===== src/rtl/nn_pkg.sv =====
// Shared definitions for the classifier output stage: default frame geometry,
// the max-finder FSM state type and the index-width helper.
package nn_pkg;

    localparam int DATA_WIDTH  = 16;
    localparam int NUM_CLASSES = 10;

    typedef enum logic [1:0] {
        ST_IDLE = 2'd0,
        ST_SCAN = 2'd1,
        ST_DONE = 2'd2
    } mf_state_e;

    // A single-element frame still needs a one-bit index.
    function automatic int idx_width(input int n);
        return (n > 1) ? $clog2(n) : 1;
    endfunction

endpackage


===== src/rtl/max_finder_if.sv =====
// Frame-in / result-out bundle between the last neuron layer and the max finder.
// master = upstream producer and result consumer, slave = max_finder.
interface max_finder_if #(
    parameter int numInput  = nn_pkg::NUM_CLASSES,
    parameter int dataWidth = nn_pkg::DATA_WIDTH
) ();
    import nn_pkg::*;

    localparam int IdxWidth = idx_width(numInput);

    logic                          in_valid;
    logic [numInput*dataWidth-1:0] in_data;
    logic                          in_ready;
    logic                          out_valid;
    logic [IdxWidth-1:0]           out_index;
    logic [dataWidth-1:0]          out_max;

    modport master (
        output in_valid,
        output in_data,
        input  in_ready,
        input  out_valid,
        input  out_index,
        input  out_max
    );

    modport slave (
        input  in_valid,
        input  in_data,
        output in_ready,
        output out_valid,
        output out_index,
        output out_max
    );

endinterface


===== src/rtl/max_finder.sv =====
// Captures one layer output vector, scans it one element per cycle and reports
// the index and value of the largest signed element (lowest index wins ties).
//
// state   | meaning
// IDLE    | waiting for a frame, in_ready high
// SCAN    | comparing buffered element cnt against running max, in_ready low
// DONE    | result on outputs with out_valid high; may accept the next frame
module max_finder
    import nn_pkg::*;
#(
    parameter int numInput  = nn_pkg::NUM_CLASSES,
    parameter int dataWidth = nn_pkg::DATA_WIDTH
) (
    input  logic          clk,
    input  logic          rst,
    max_finder_if.slave   bus
);

    localparam int                  IdxWidth = idx_width(numInput);
    localparam logic [IdxWidth-1:0] LastIdx  = IdxWidth'(numInput - 1);
    localparam logic [IdxWidth-1:0] OneIdx   = IdxWidth'(1);

    mf_state_e             state_q, state_d;
    logic [dataWidth-1:0]  max_q, max_d;
    logic [IdxWidth-1:0]   idx_q, idx_d;
    logic [IdxWidth-1:0]   cnt_q, cnt_d;
    logic                  out_valid_q;
    logic [IdxWidth-1:0]   out_index_q;
    logic [dataWidth-1:0]  out_max_q;
    logic [dataWidth-1:0]  data_buf_q [numInput];
    logic                  accept;

    assign bus.in_ready  = (state_q != ST_SCAN);
    assign accept        = bus.in_valid && bus.in_ready;
    assign bus.out_valid = out_valid_q;
    assign bus.out_index = out_index_q;
    assign bus.out_max   = out_max_q;

    always_comb begin
        state_d = state_q;
        max_d   = max_q;
        idx_d   = idx_q;
        cnt_d   = cnt_q;
        case (state_q)
            ST_SCAN: begin
                if ($signed(data_buf_q[cnt_q]) > $signed(max_q)) begin
                    max_d = data_buf_q[cnt_q];
                    idx_d = cnt_q;
                end
                // Counter stops at the last element so it never wraps.
                if (cnt_q == LastIdx) begin
                    state_d = ST_DONE;
                end else begin
                    cnt_d = cnt_q + OneIdx;
                end
            end
            ST_IDLE, ST_DONE: begin
                state_d = ST_IDLE;
                if (accept) begin
                    max_d   = bus.in_data[dataWidth-1:0];
                    idx_d   = '0;
                    cnt_d   = OneIdx;
                    state_d = (numInput > 1) ? ST_SCAN : ST_DONE;
                end
            end
            default: begin
                state_d = ST_IDLE;
            end
        endcase
    end

    // Results are latched on entry to DONE so they hold through later scans.
    always_ff @(posedge clk) begin
        if (rst) begin
            state_q     <= ST_IDLE;
            max_q       <= '0;
            idx_q       <= '0;
            cnt_q       <= '0;
            out_valid_q <= 1'b0;
            out_index_q <= '0;
            out_max_q   <= '0;
        end else begin
            state_q     <= state_d;
            max_q       <= max_d;
            idx_q       <= idx_d;
            cnt_q       <= cnt_d;
            out_valid_q <= (state_d == ST_DONE);
            if (state_d == ST_DONE) begin
                out_index_q <= idx_d;
                out_max_q   <= max_d;
            end
        end
    end

    always_ff @(posedge clk) begin
        if (accept) begin
            for (int i = 0; i < numInput; i++) begin
                data_buf_q[i] <= bus.in_data[i*dataWidth +: dataWidth];
            end
        end
    end

endmodule


===== src/flat_wrapper.sv =====
// flat-port wrapper written by rule: the top's interface ports become plain ports
module max_finder_flat import nn_pkg::*;
#(
    parameter int numInput  = nn_pkg::NUM_CLASSES,
    parameter int dataWidth = nn_pkg::DATA_WIDTH
)
  (clk, rst, bus_in_valid, bus_in_data, bus_in_ready, bus_out_valid, bus_out_index, bus_out_max);
  max_finder_if #(.numInput(numInput), .dataWidth(dataWidth)) bus_i ();
  input  logic clk;
  input  logic rst;
  input wire logic [$bits(bus_i.in_valid)-1:0] bus_in_valid;
  input wire logic [$bits(bus_i.in_data)-1:0] bus_in_data;
  output wire logic [$bits(bus_i.in_ready)-1:0] bus_in_ready;
  output wire logic [$bits(bus_i.out_valid)-1:0] bus_out_valid;
  output wire logic [$bits(bus_i.out_index)-1:0] bus_out_index;
  output wire logic [$bits(bus_i.out_max)-1:0] bus_out_max;
  assign bus_i.in_valid = bus_in_valid;
  assign bus_i.in_data = bus_in_data;
  assign bus_in_ready = bus_i.in_ready;
  assign bus_out_valid = bus_i.out_valid;
  assign bus_out_index = bus_i.out_index;
  assign bus_out_max = bus_i.out_max;
  max_finder #(.numInput(numInput), .dataWidth(dataWidth)) u_core (.clk(clk), .rst(rst), .bus(bus_i));
endmodule

===== config.mk =====
export PLATFORM = sky130hd
export DESIGN_NAME = max_finder_flat
export DESIGN_NICKNAME = d
export VERILOG_FILES = /design/src/rtl/nn_pkg.sv /design/src/rtl/max_finder_if.sv /design/src/rtl/max_finder.sv /design/src/flat_wrapper.sv
export SDC_FILE = /design/constraint.sdc
export NUM_CORES = 1
export LEC_CHECK = 0
export ABC_AREA = 1
export CAP_MARGIN = 20
export CORE_ASPECT_RATIO = 0.9
export CORE_UTILIZATION = 45
export DETAILED_ROUTE_END_ITERATION = 8
export GPL_ROUTABILITY_DRIVEN = 0
export HOLD_SLACK_MARGIN = 0.15
export PLACE_DENSITY = 0.73
export SYNTH_ARGS = -nofsm -noshare
export SYNTH_HDL_FRONTEND = slang
export SYNTH_SLANG_ARGS = --single-unit

===== constraint.sdc =====
create_clock -name clk -period 4.7 [get_ports clk]
set_input_delay 0.47 -clock clk [delete_from_list [all_inputs] [get_ports clk]]
set_output_delay 0.47 -clock clk [all_outputs]
set_load 0.05 [all_outputs]

# Word-level counts from Yosys, hierarchy flattened
# Memories as Yosys holds them, arrays and structs flattened. A register that Yosys moved wholly into a read port is not among the register bits.
# Index checks and enable logic that the tools add are counted.
[op_classes]
add_sub_neg = 1
multipliers = 0
div_mod_pow = 0
magnitude_cmp = 1
n_eq_ne = 7
n_shift = 0
muxes = 16
bitwise = 0
reduce_logical = 5
[ops]
columns = ["op", "n"]
rows = [
  ["two-way mux 16 bit", 2],
  ["case mux 16 bit (2 select lines)", 1],
  ["two-way mux 4 bit", 6],
  ["greater-than comparator 16 bit", 1],
  ["case mux 4 bit (2 select lines)", 2],
  ["adder 4 x 1 -> 4 bit, second input constant", 1],
  ["== test 2 bit, second input constant", 2],
  ["== test 4 bit, second input constant", 1],
  ["inequality test 2 x 1 -> 1 bit, second input constant", 2],
  ["case mux 2 bit (2 select lines)", 1],
  ["two-way mux 1 bit", 3],
  ["AND reduction 3 bit", 1],
  ["== test 2 x 1 -> 1 bit, second input constant", 1],
  ["logical NOT 2 bit", 1],
  ["two-way mux 2 bit", 1],
  ["inequality test 2 bit, second input constant", 1],
  ["nonzero test 2 bit", 1],
  ["OR reduction 2 bit", 1],
  ["logical AND 1 bit", 1],
]
[word_totals]
ff_bits = 47
latch_bits = 0
ram_bits = 160
romBits = 0
output_inout_bits = 22
n_memories = 1
[mem_list]
columns = ["name", "words", "word_bits", "rd", "rd_clocked_by_memory_dff", "wr", "line_no", "source"]
rows = [
  ["u_core.data_buf_q", 10, 16, 1, 1, 10, "max_finder.sv:30", "logic [dataWidth-1:0] data_buf_q [numInput];"],
]

# Depth between registers and ports, before layout
# Gate-level depths: netlist of run 1.
[logic_depth]
ltp_word = 6
ltp_mapped = 28
mapped_depth_nobuf = 25

# Worst setup path before layout of run 1
# OpenSTA, ideal clock, no wires.
[synth_timing]
path_type = "flip-flop to flip-flop"
start = "register u_core.state_q[0]"
end = "register u_core.out_max_q[3], in the netlist u_core.bus.out_max[3]"
setup_time_ps = 109
t_arrival_ps = 3213
slack_ps = 1379
path_stages_with_launch = 12
path_buffers = 1
period_less_slack_ps = 3321
cell_sequence = "dfxtp_1 > inv_2 > nor2_4 > inv_2 > nand2_2 > inv_2 > nor2_4 > buf_4 > a22oi_1 > nand4_1 > nand2_1 > inv_1"
[synth_between]
elab_chain_cells = 5
[synth_rtl]
columns = ["element", "line_no", "source"]
rows = [
  ["from (decl)", "max_finder.sv:23", "mf_state_e state_q, state_d;"],
  ["from (signal assigned)", "max_finder.sv:83", "state_q <= state_d;"],
  ["inequality test 2 x 1 -> 1 bit *", "max_finder.sv:33", "assign bus.in_ready = (state_q != ST_SCAN);"],
  ["via bus_in_ready", "flat_wrapper.sv:13", "output wire logic [$bits(bus_i.in_ready)-1:0] bus_in_ready;"],
  ["logical AND 1 bit *", "max_finder.sv:34", "assign accept = bus.in_valid && bus.in_ready;"],
  ["via u_core.accept", "max_finder.sv:31", "logic accept;"],
  ["two-way mux 1 bit", "max_finder.sv:59", "if (accept) begin"],
  ["case mux 2 bit (2 select lines)", "max_finder.sv:44", "case (state_q)"],
  ["== test 2 bit", "max_finder.sv:88", "if (state_d == ST_DONE) begin"],
  ["to (signal assigned)", "max_finder.sv:90", "out_max_q <= max_d;"],
  ["to (decl)", "max_finder.sv:29", "logic [dataWidth-1:0] out_max_q;"],
]
# The timed path passes the listed nets; every way through them passes the cells marked *.
# A chain may end at the register's enable or synchronous reset.

==> results.txt, run 1 <==
- Leading area contributor after synthesis: sky130_fd_sc_hd__edfxtp_1
- The clock passes through at most 3 buffers.
- Port buffering added 184 buffers.
- Sum of net half-perimeters after detailed placement: 17800 um
- Highest clock rate: 274 MHz
* HP Class: register to register
- After synthesis, the largest family of logic cells by area is simple AND/OR/NAND/NOR gates.
* Total of cells resized after clock tree synthesis: 0
- For the pin with the worst max-slew slack, the measured transition is 1010 ps.
* Clock sink count: 211
* Detail-routed net length per standard cell: 16.7 um
- TritonCTS Buffers: 22
- For this design the top-level I/O count stands at 185.
- Clock-pin slew was measured on the worst setup and hold paths at 60 ps.
* Crit. End Element: register
- Clk root buf: sky130_fd_sc_hd__clkbuf_16
- Per report_power, the combinational group accounts for 20.3% of the total.
- Setup crit start kind: register
* Final worst path period share: 77.7%
- Die Height: 141 um
* Layout-stage area growth over the synthesis result: 28.6%
- Data required time of the worst path: 5100 ps
- The completed layout was analyzed and its total power is 4930 uW.
- The flow ran to the end, and the final reports show no timing, DRC or antenna violations.
- # hold bufs at CTS: 0
* TritonCTS clock tree: built
- At the end of the flow, the number of nets in the layout was 1387.
- After detailed routing, the number of remaining DRC violations is 0.
- Summing every instance area after synthesis gives 0.00965 mm^2.
- After synthesis, the share of flip-flops with an asynchronous set or reset is 0%.
- H-tree level count: 1
- TNS Setup: 0 ps
- Sequential cells were found to cover 60.4% of the synthesized design area.
- Sorting the synthesized cells by area gives the leading types as sky130_fd_sc_hd__edfxtp_1 (50%), sky130_fd_sc_hd__dfxtp_1 (11%), sky130_fd_sc_hd__nand2_1 (10%).
- For this design the ratio of total power to cell area is 397 mW/mm^2.
- Initial antenna violation count: 1
- Most instantiated flip-flop cell in the synthesis netlist: sky130_fd_sc_hd__edfxtp_1
* Number of max-cap violations: 0
- Total core area: 0.0209 mm^2
- Synth Net Count: 1220
* Mux share of post-synthesis cell area: 0%
* Overall die area: 0.0220 mm^2
* Maximum number of pins on one net before global-route repair: 87
- Minimum period implied by the final worst setup slack: 3650 ps
- After synthesis, the largest area contributor takes up 49.8% of total cell area.
- Setup violations remaining at the end of the flow were counted as 0.
- Number of distinct library cell variants in the gate-level netlist after synthesis: 30
* Routed vias/inst: 5.08
* Die Span X: 156 um
- The initialized floorplan defines 50 standard-cell rows.
- Area of the multi-input gates: 0.00290 mm^2
* Per-instance average area after synthesis: 9.28 um^2
- Internal power comes to 3540 uW.
- Global routing consumed, over all layers together, 23.0% of the routing resources.
* Share of post-route cells with drive strength above 1: 5.32%
- Area used by sequential logic in the layout: 0.00583 mm^2
* First-pass iteration count of the detailed router: 5
- #FFs+latches synth: 211
* Wire length reported by the detailed router: 25200 um
- Number of enable-type register cells in the synthesized netlist: 160
* # Post-CTS Setup Buffers: 0
* Sw Pwr: 1390 uW
- The detailed router finished its first iteration with 628 violations.
- Vias in the first global route: 7307
* Final core utilization: 59.3%
* Antenna violation net count after detailed routing: 0
* Simple-Gate Fraction of Synth Area: 23.5%
* Global-route wire length before repair: 38500 um
- Yosys instantiated no cell more often than sky130_fd_sc_hd__nand2_1.
* Total via count in the routed design: 7667
- Warning count from the yosys run: 0
- The synthesized netlist devotes 4.18% of its cell area to compound gates.
- Synth cell count leaders: sky130_fd_sc_hd__nand2_1 (261), sky130_fd_sc_hd__inv_1 (175), sky130_fd_sc_hd__edfxtp_1 (160), sky130_fd_sc_hd__nand3_1 (117), sky130_fd_sc_hd__nor2_1 (83)
- Post-synthesis instance total: 1039
- For the worst setup path, the data arrival time is 4050 ps.
* Largest driver fanout on the critical path: 43
* Worst slack at placement: 1070 ps
- Setup slack of the critical path after layout: 1050 ps
* Peak supply drop: 0.227 mV
* Worst skew pair latency: 500 ps
- The synthesized netlist devotes 0% of its cell area to XOR and XNOR gates.
- Per report_power, the sequential group accounts for 44.8% of the total.
* Proportion of total power due to net switching: 28.1%
* Final hold violation count: 0
* Initial Util: 46.2%
* Cell leakage power: 0.00527 uW
- The layout has 1774 filler cells.
* Clock tree skew after final layout: 9.30 ps
- Summed over all layers, the global routing overflow is 0.
- Critical setup path kind: register to register
* Number of max-slew violations in the final report: 0
- Setup repair after global routing missed its margin: no
* Share of power burned in the clock network: 34.9%
- Slew HR: 32.6%
* Post-synthesis share of cell area spent on full adders, half adders and majority gates: 2.33%
[power groups by stage]
stage	logic, uW	clock network, uW	registers (uW)
3_3_place_gp	973	0	2240
4_1_cts	1000	1740	2210
2_1_floorplan	674	0	2240
6_report	1000	1720	2210
3_5_place_dp	996	0	2250
5_1_grt	1130	1810	2220
[cell type report]
cell class | instances | share of cell area [%]
clock buffer | 32 | 5.24
multi-input combinational | 599 | 23.4
timing repair buffer | 192 | 15.4
tap | 286 | 2.89
sequential | 211 | 47.0
clock inverter | 8 | 0.535
antenna | 1 | 0.0202
inverter | 180 | 5.49
[state kept, by name, indices dropped and copies added (netlist names), named ones only]
register              cells
u_core.idx_q              4
u_core.bus.out_max       16
u_core.data_buf_q       160
u_core.bus.out_valid      1
u_core.max_q             16
u_core.bus.out_index      4
u_core.state_q            2
u_core.cnt_q              4
[stage by stage]
stage          cells  instance area [um^2]  hold slack, ps
2_1_floorplan   1039                  9650             465
3_3_place_gp    1468                 11700             474
3_5_place_dp    1468                 11700             485
4_1_cts         1508                 12400             493
5_1_grt         1508                 12400             502
6_report        1509                 12400             486
[routing by layer]
| layer | share of wire [%] | global-route usage (%) | wire length [um] | vias to the layer above |
|---|---|---|---|---|
| met2 | 47 | 38.4 | 11800 | 320 |
| met1 | 43 | 30.3 | 10900 | 3567 |
| met4 | 2.9 | 7.12 | 724 | 0 |
| li1 | - | - | - | 3730 |
| met3 | 7.2 | 4.27 | 1830 | 50 |
| met5 | 0 | 0 | 0 | - |
[worst paths after layout]
| kind | slack, ps | depth (start not counted) | startpoint | to |
|---|---|---|---|---|
| setup reg to reg | 1050 | 20 | register | u_core.bus.out_index[3]$_SDFFE_PP0P_ |
| setup / recovery | 1050 | 20 | register | u_core.bus.out_index[3]$_SDFFE_PP0P_ |
| hold reg to reg | 490 | 2 | u_core.idx_q[2]$_SDFF_PP0_ | u_core.idx_q[2]$_SDFF_PP0_ |
| hold / removal | 490 | 2 | u_core.idx_q[2]$_SDFF_PP0_ | u_core.idx_q[2]$_SDFF_PP0_ |
[layout by cell type, fill, tap and decap left out]
master	count
sky130_fd_sc_hd__inv_2	4
sky130_fd_sc_hd__clkbuf_16	23
sky130_fd_sc_hd__nand2_1	261
sky130_fd_sc_hd__a22oi_1	16
sky130_fd_sc_hd__ha_1	18
sky130_fd_sc_hd__nand2_2	4
sky130_fd_sc_hd__clkinvlp_4	1
sky130_fd_sc_hd__clkdlybuf4s50_1	184
sky130_fd_sc_hd__o21bai_1	1
sky130_fd_sc_hd__nor3_4	1
sky130_fd_sc_hd__dfxtp_1	50
sky130_fd_sc_hd__inv_6	1
sky130_fd_sc_hd__nor2_4	3
sky130_fd_sc_hd__o21ai_0	19
sky130_fd_sc_hd__buf_4	7
sky130_fd_sc_hd__nor2_1	82
sky130_fd_sc_hd__clkbuf_8	4
sky130_fd_sc_hd__edfxtp_1	160
sky130_fd_sc_hd__a31oi_1	16
sky130_fd_sc_hd__nand2_4	1
sky130_fd_sc_hd__clkinv_2	5
sky130_fd_sc_hd__inv_1	175
sky130_fd_sc_hd__a21oi_1	11
sky130_fd_sc_hd__nand3_1	117
sky130_fd_sc_hd__buf_12	1
sky130_fd_sc_hd__nor2_2	2
sky130_fd_sc_hd__nand4_1	36
sky130_fd_sc_hd__and3_1	1
sky130_fd_sc_hd__nand3_4	2
sky130_fd_sc_hd__o21ai_2	2
sky130_fd_sc_hd__nor3_1	3
sky130_fd_sc_hd__bufinv_16	1
sky130_fd_sc_hd__dfxtp_2	1
sky130_fd_sc_hd__nand3_2	2
sky130_fd_sc_hd__diode_2	1
sky130_fd_sc_hd__a21o_1	1
sky130_fd_sc_hd__clkbuf_1	5
sky130_fd_sc_hd__clkinv_1	1
[cells by family after synthesis]
kind of cell             count (synthesis)
adder cells (fa/ha/maj)                 18
buffers and inverters                  229
flip-flops                             211
AO/OA/AOI/OAI                           66
AND/OR/NAND/NOR                        515
[worst max-delay path, cell delays in order (launching register included)]
cell and delay [ps]:
sky130_fd_sc_hd__dfxtp_2 320, sky130_fd_sc_hd__inv_2 550, sky130_fd_sc_hd__buf_12 300, sky130_fd_sc_hd__nand2_1 90, sky130_fd_sc_hd__nand3_1 110, sky130_fd_sc_hd__nand3_1 100
sky130_fd_sc_hd__nand3_1 100, sky130_fd_sc_hd__nand2_1 90, sky130_fd_sc_hd__ha_1 320, sky130_fd_sc_hd__nand2_1 70, sky130_fd_sc_hd__inv_1 40, sky130_fd_sc_hd__nor2_1 90
sky130_fd_sc_hd__o21bai_1 90, sky130_fd_sc_hd__nor2_2 190, sky130_fd_sc_hd__nand2_2 90, sky130_fd_sc_hd__nand2_4 180, sky130_fd_sc_hd__nand3_4 300, sky130_fd_sc_hd__o21ai_2 250
sky130_fd_sc_hd__nand4_1 100, sky130_fd_sc_hd__nand2_1 100, sky130_fd_sc_hd__inv_1 30
No activity file was read; power rests on OpenSTA's default activity.
==> run 2, diff against run 1 <==
Settings changed: PLACE_DENSITY 0.73 to 0.76.
Clock period 4.7 ns to 3.3 ns, I/O delays scaled along.
==> run 2 against run 1 <==
Effect of this change: total power grew 42%; first-iteration DRC count grew 16%; utilization grew 0.45 points; clock power grew 38%; critical endpoint is now u_core.bus.out_max[11]$_SDFFE_PP0P_; non-clock buffer count grew 14; final cell count grew 0.86%.
==> results.txt, run 2 (synthesis results as in run 1) <==
- The path with the worst hold slack has its endpoint at u_core.data_buf_q[6][15]$_DFFE_PP_.
* TNS Setup: 0 ps (unchanged)
- The number of DRC violations after detailed-routing iteration 0 was 730 (+16%).
* Setup repair after global routing missed its margin: no
- Detail-routed net length per standard cell: 16.9 um (+1.1%)
- More flip-flops sit in one register than any other, and that register is u_core.data_buf_q.
* Instance area at placement: 0.0118 mm^2 (+0.84%)
- Number of antenna cells inserted: 0 (-1)
- Among cell families on the critical path, the largest total delay comes from simple AND/OR/NAND/NOR gates.
- The final worst clock skew came to 10.3 ps (+1.02 ps).
- Worst Hold Path Cells: 1 (-1)
- The run finished with clean final reports.
- Clk root buf: sky130_fd_sc_hd__clkbuf_16
- The worst-margin pin slew came to 648 ps (-361 ps).
- Initial antenna violation count: 0 (-1)
- Critical setup path kind: register to register
- Die Span X: 156 um (unchanged)
- Overflow left after global routing: 0 (unchanged)
- Max stage delay cell, worst path: sky130_fd_sc_hd__inv_1
- Overall routing resource usage: 23.7% (+0.69 points)
- The number of placed instances with taps included is 1480 (+0.82%).
* Worst Path Buf+Inv: 5 (+1)
- Maximum clock insertion buffer count: 3 (unchanged)
- Highest clock rate: 338 MHz (+23%)
- TritonCTS built the clock tree.
* Final hold violation count: 0 (unchanged)
- Layout-stage area growth over the synthesis result: 29.5%
- Post-route cell area: 0.0125 mm^2 (+0.76%)
- Highest cell delay on the worst timing path: 370 ps (-180 ps)
* Die Height: 141 um (unchanged)
* Layout net count: 1401 (+1.0%)
- The flop-to-flop setup slack is 340 ps (-710 ps).
- The total power per unit cell area came to 558 mW/mm^2 (+41%).
- The max-cap violation count is 0 (unchanged).
- Capturing point of the worst reg2reg path: u_core.bus.out_max[11]$_SDFFE_PP0P_
* First-pass iteration count of the detailed router: 5 (unchanged)
* H-tree level count: 1 (unchanged)
* Setup violations, final: 0 (unchanged)
* R2r worst-path depth: 18 (-10%)
- Cell chain of the critical path: inv_1 -> buf_4 -> nand3_1 -> nand2_1 -> ha_1 -> nand2_1 -> inv_1 -> nand3_2 -> a21oi_1 -> nor2_2 -> nand2_2 -> nand2_4 -> buf_4 -> nand4_1 -> nand3_1 -> nand4_1 -> nand2_1 -> inv_1
- The post-route worst hold slack came to 367 ps (-119 ps).
- Minimum period implied by the final worst setup slack: 2960 ps (-691 ps)
- The floorplan row count came to 50 (unchanged).
- Overall power after layout: 6980 uW (+42%)
- Port Buffer Count: 184 (unchanged)
* Antenna violation net count after detailed routing: 0 (unchanged)
- The area of the core is 0.0209 mm^2 (unchanged).
- The starting density of the core was 46.2% (unchanged).
- The CTS sink count was 211 (unchanged).
- The clock edge transition at the registers on the reported setup and hold paths is 60 ps (about the same).
* Depth of the critical timing path with buffers and inverters included: 18 (-10%)
* Slew HR: 56.8% (+24 points)
* Crit. End Element: register
- Setup crit start kind: register
* Worst skew pair latency: 510 ps (about the same)
- CP arrival: 3370 ps (-680 ps)
- The tightest min-delay check is of the input port to register type.
- The maximum fanout encountered on the critical timing path came to 17 (-60%).
* Wire length reported by the detailed router: 25700 um (+2.0%)
- Most frequent cells in the layout: sky130_fd_sc_hd__nand2_1 (261), sky130_fd_sc_hd__clkdlybuf4s50_1 (184), sky130_fd_sc_hd__inv_1 (174)
- The register area is 0.00583 mm^2 (about the same).
- Area of the multi-input gates: 0.00290 mm^2 (-0.17%)
- The post-route clock period utilization came to 89.7% (+12 points).
* Max FFs per register: 160 (unchanged)
- The maximum number of pins on one net before global-route repair is 69 (-21%).
* TritonCTS Buffers: 22 (unchanged)
- The fraction of layout instances using a drive strength above 1 was 6.55% (+1.2 points).
* Most common cell after layout, fill and taps aside: sky130_fd_sc_hd__nand2_1
- The standby leakage power was 0.00533 uW (+1.1%).
* Sum of net half-perimeters after detailed placement: 18400 um (+3.2%)
- Global-route wire length before repair: 39700 um (+3.2%)
- The die footprint was 0.0220 mm^2 (unchanged).
- Data required time of the worst path: 3710 ps (-1390 ps)
- Post-detailed-route DRC marker count: 0 (unchanged)
- The via count of the first global-routing pass was 7682 (+5.1%).
* Number of max-slew violations in the final report: 0 (unchanged)
- Peak supply drop: 0.347 mV (+53%)
* Total via count in the routed design: 7764 (+1.3%)
- Fill cell count: 1798 (+1.4%)
- Routed vias/inst: 5.10 (+0.40%)
- Total I/O pin count: 185 (unchanged)
- In this run the most critical hold path is launched from bus_in_data[111].
* Non-filler cells, final: 1522 (+0.86%)
run 2: cell types whose count changed in the layout (fill, tap and decap cells not counted), sizes merged:
cell | before | now
diode | 1 | 0
buf | 8 | 22
inv | 180 | 179
clkinv | 6 | 11
clkbuf | 32 | 26
clkinvlp | 1 | 3
run 2: how the worst max path moves through the flow:
stage	from	endpoint	slack, ps
6_report	register	u_core.bus.out_max[11]$_SDFFE_PP0P_	340
2_1_floorplan	u_core.state_q[0]$_SDFF_PP0_	u_core.bus.out_max[3]$_SDFFE_PP0P_	660
5_1_grt	register	u_core.bus.out_max[11]$_SDFFE_PP0P_	40
4_1_cts	register	u_core.bus.out_max[11]$_SDFFE_PP0P_	190
3_5_place_dp	register	u_core.bus.out_max[5]$_SDFFE_PP0P_	230
3_3_place_gp	register	u_core.bus.out_max[5]$_SDFFE_PP0P_	240
run 2: what timing repair did:
action / CTS / global route
resized for setup: 0 / 8
buffers inserted: 0 / 2
endpoints found under the setup margin: 0 / 33
hold buffers: 0 / 0
run 2: layout make-up:
| cell class | count | area share, % |
|---|---|---|
| multi-input combinational | 599 | 23.2 |
| inverter | 180 | 5.50 |
| sequential | 211 | 46.7 |
| timing repair buffer | 206 | 16.3 |
| clock buffer | 26 | 4.70 |
| tap | 286 | 2.86 |
| clock inverter | 14 | 0.781 |
run 2: routing by layer:
layer  vias up  wire [um]  global-route usage, %  part of all wire (%)
li1       3759          -                      -                     -
met2       328      11900                   38.5                    46
met3        68       1960                   3.97                   7.6
met5         -          0                      0                     0
met4         0       1040                   9.86                   4.0
met1      3609      10900                   31.5                    42
run 2: through the flow:
stage	utilization, %	worst slack, ps
floorplan	-	658
global placement	56.4	237
detailed placement	56.4	235
CTS	59.6	191
global route	59.8	38.5
finish	59.8	339
run 2: report_power, final:
part,internal (uW),switching [uW]
clock,1350,1030
sequential,3070,78.0
combinational,562,882
==> run 3, diff against run 2 <==
Settings changed: ABC_AREA 1 to not set, PLACE_DENSITY 0.76 to 0.77.
==> run 3 against run 2 <==
Effect of this change: synthesized cell count is 44% lower; global-route usage is 1.6 points lower; critical path type unchanged; first-iteration DRC count is 35% lower; total power is 1.1% higher; the flow now finishes with violations (setup timing); largest cell class unchanged.
==> results.txt, run 3 <==
* Clk slew on worst S/H paths: 60 ps (about the same)
- Maximum clock insertion buffer count: 3 (unchanged)
* Post-synthesis share of cell area spent on full adders, half adders and majority gates: 2.59% (+0.25 points)
- The slowest stage of the critical path is the sky130_fd_sc_hd__mux4_2 cell.
* H-tree level count: 1 (unchanged)
* Slew at the pin closest to its max-slew limit: 1120 ps (+468 ps)
- The total of hold buffers inserted after clock tree synthesis is 0 (unchanged).
* Setup violations, final: 40 (+40)
- Overall routing resource usage: 22.1% (-1.6 points)
- Leading area contributor after synthesis: sky130_fd_sc_hd__edfxtp_1
- Share of post-route cells with drive strength above 1: 29.2% (+23 points)
- The critical path is of the register to register type.
* TritonCTS Buffers: 23 (+4.5%)
* Proportion of synthesized chip area in sequential cells: 67.0% (+6.6 points)
- The commonest cells after synthesis are sky130_fd_sc_hd__edfxtp_1 (160), sky130_fd_sc_hd__dfxtp_1 (51), sky130_fd_sc_hd__nor2_1 (41), sky130_fd_sc_hd__mux4_2 (32).
* Largest driver fanout on the critical path: 9 (-8)
- Total core area: 0.0186 mm^2 (-11%)
- The final reports fail on setup timing.
- The routed wire length per instance is 20.8 um (+23%).
* Largest cells by area after synthesis: sky130_fd_sc_hd__edfxtp_1 (55%), sky130_fd_sc_hd__dfxtp_1 (12%), sky130_fd_sc_hd__mux4_2 (8.3%)
- Number of enable-type register cells in the synthesized netlist: 160 (unchanged)
- Cell leakage power: 0.00445 uW (-17%)
* Maximum number of pins on one net before global-route repair: 90 (+30%)
- The multiplexer area fraction after synthesis was 10.6% (+11 points).
- The placement-stage worst setup slack was -392 ps (-627 ps).
- Most instantiated flip-flop cell in the synthesis netlist: sky130_fd_sc_hd__edfxtp_1
* Setup slack of the critical path after layout: -416 ps (-755 ps)
- First-pass iteration count of the detailed router: 5 (unchanged)
- Wire length reported by the detailed router: 23100 um (-10%)
* Peak supply drop: 0.406 mV (+17%)
- The worst setup path is captured at a register.
- Post-route cell area: 0.0129 mm^2 (+2.9%)
- Instance area at placement: 0.0113 mm^2 (-4.1%)
- The post-route worst hold slack is 376 ps (+9.19 ps).
- The CTS sink count is 211 (unchanged).
- Overall die area: 0.0199 mm^2 (-9.7%)
* Routed vias/inst: 5.65 (+11%)
* Most frequent cells in the layout: sky130_fd_sc_hd__clkdlybuf4s50_1 (184), sky130_fd_sc_hd__edfxtp_1 (160), sky130_fd_sc_hd__buf_4 (73)
- Global-route wire length before repair: 33800 um (-15%)
* Vias in the first global route: 6286 (-18%)
- Final hold violation count: 0 (unchanged)
- Simple-Gate Fraction of Synth Area: 7.01% (-16 points)
* HP Class: input port to register
- Cell chain of the critical path: buf_6 -> buf_16 -> buf_4 -> mux4_2 -> a211oi_2 -> a21oi_1 -> ha_1 -> a41o_1 -> a21oi_1 -> buf_4 -> o221a_4 -> and3_4 -> o21ai_4 -> a311oi_1
- The number of register bits inferred by synthesis was 211 (unchanged).
* Post-Synthesis Cell Area: 0.00870 mm^2 (-9.8%)
- The final worst clock skew is 11.3 ps (+0.940 ps).
- Layout net count: 1029 (-27%)
- Initial antenna violation count: 0 (unchanged)
- Setup crit start kind: register
- Area fraction in compound gates after synthesis: 9.90% (+5.7 points)
- Post-synthesis instance total: 582 (-44%)
* Synth async-reset ratio: 0% (unchanged)
- Port Buffer Count: 184 (unchanged)
- Overflow left after global routing: 0 (unchanged)
- The data arrival time at the worst-slack endpoint is 4100 ps (+730 ps).
- Minimum period implied by the final worst setup slack: 3720 ps (+755 ps)
- Compared with the post-synthesis result, the final layout area differs by 47.8%.
- Post-detailed-route DRC marker count: 0 (unchanged)
- The final antenna-violating net count was 0 (unchanged).
- The count of different cell masters after synthesis came to 49 (+63%).
- TritonCTS clock tree: built
* Total I/O pin count: 185 (unchanged)
- Warning count from the yosys run: 0 (unchanged)
- The achievable frequency came to 269 MHz (-20%).
* Per-instance average area after synthesis: 14.9 um^2 (+61%)
- Data required time of the worst path: 3680 ps (-30 ps)
- Worst skew pair latency: 500 ps (about the same)
* Sum of net half-perimeters after detailed placement: 14900 um (-19%)
- The chip height came to 134 um (-5.0%).
- TNS Setup: -12730 ps (-12730 ps)
* Clk root buf: sky130_fd_sc_hd__clkbuf_16
- Run status: complete, but fails checks
* Highest cell delay on the worst timing path: 520 ps (+150 ps)
- By area, the combinational part of the netlist is dominated by multiplexers.
- Max FFs per register: 160 (unchanged)
- Synth Net Count: 763 (-37%)
* Share of the synthesized area in the top cell type: 55.3% (+5.4 points)
* Most common cell after layout, fill and taps aside: sky130_fd_sc_hd__clkdlybuf4s50_1
- Setup repair after global routing could not meet its margin everywhere.
- Total via count in the routed design: 6279 (-19%)
- The post-synthesis xor/xnor area fraction was 0.201% (+0.20 points).
* Final worst path period share: 113% (+23 points)
- The final design utilization was 69.0% (+9.2 points).
* Setup slack, reg-to-reg: -420 ps (-750 ps)
- Yosys instantiated no cell more often than sky130_fd_sc_hd__edfxtp_1.
- The worst slew margin relative to its limit came to 25.4% (-31 points).
- The starting density of the core came to 46.6% (+0.49 points).
* Cell area power density: 549 mW/mm^2 (-1.7%)
- Number of max-slew violations in the final report: 0 (unchanged)
- Initial drt markers: 474 (-35%)
- The floorplan row count was 47 (-6.0%).
- Number of max-cap violations: 0 (unchanged)
- Top reg by flops: u_core.data_buf_q
- The x dimension of the die came to 149 um (-5.0%).
-- run 3: cell count changes after synthesis, sizes merged, moves of 24 or more --
cell / before / now
nand2: 266 / 13
mux4: 0 / 32
inv: 180 / 21
a311oi: 0 / 28
a211oi: 0 / 24
nor2: 87 / 41
buf: 39 / 15
nand3: 121 / 19
nand4: 36 / 10
-- run 3: what timing repair did --
item                                   4_1_cts  5_1_grt
pin swaps                                   24       31
resized for setup                           56       72
gates cloned                                 3        2
endpoints found under the hold margin        0        0
buffers inserted                            23       11
setup endpoints to repair                   40       40
-- run 3: where the power goes --
group          switching (uW)  leakage (uW)  internal [uW]
clock network             994      0.000364           1530
logic                     697       0.00213            735
registers                65.3       0.00195           3040
-- run 3: critical path: cells and delay by family, from the launching register on --
| family | cells | cell delay, ps |
|---|---|---|
| compound gates | 7 | 1450 |
| mux | 1 | 520 |
| buf+inv | 4 | 510 |
| flops | 1 | 410 |
| simple gates | 1 | 350 |
| fa+ha+maj | 1 | 330 |
-- run 3: kinds of logic (layout without fill, tap and decap cells) --
group | count (synthesis) | count (layout)
XOR/XNOR | 2 | 2
multiplexers | 52 | 52
adder cells (fa/ha/maj) | 18 | 18
AND/OR/NAND/NOR | 121 | 121
flip-flops | 211 | 211
buffers and inverters | 55 | 338
AO/OA/AOI/OAI | 123 | 123
other | 0 | 1
-- run 3: area by class of cell --
| cell class | instances | area, um^2 |
|---|---|---|
| timing repair buffer | 275 | 2690 |
| tap | 245 | 307 |
| clock inverter | 8 | 88.8 |
| sequential | 211 | 5830 |
| antenna | 1 | 2.50 |
| clock buffer | 34 | 654 |
| inverter | 21 | 78.8 |
| fill | 1162 | 5790 |
| multi-input combinational | 316 | 3200 |
-- run 3: through the flow --
step / power [uW] / cells
floorplan: 3730 / 582
global placement: 4180 / 1030
detailed placement: 4220 / 1030
CTS: 6880 / 1098
global route: 7290 / 1110
finish: 7060 / 1111
-- run 3: worst paths after layout --
check / startpoint / endpoint / cells past startpoint
max: register / u_core.bus.out_max[6]$_SDFFE_PP0P_ / 14
max reg2reg: register / u_core.bus.out_max[6]$_SDFFE_PP0P_ / 14
min: bus_in_data[140] / u_core.data_buf_q[8][12]$_DFFE_PP_ / 1
min reg2reg: u_core.bus.out_max[0]$_SDFFE_PP0P_ / u_core.bus.out_max[0]$_SDFFE_PP0P_ / 2
-- run 3: routing by layer --
metal / track usage (%) / vias to the layer above / routed length (um)
li1: - / 2828 / -
met1: 30.4 / 3097 / 9770
met2: 36.3 / 305 / 11300
met3: 3.40 / 49 / 1480
met4: 6.93 / 0 / 601
met5: 0 / - / 0
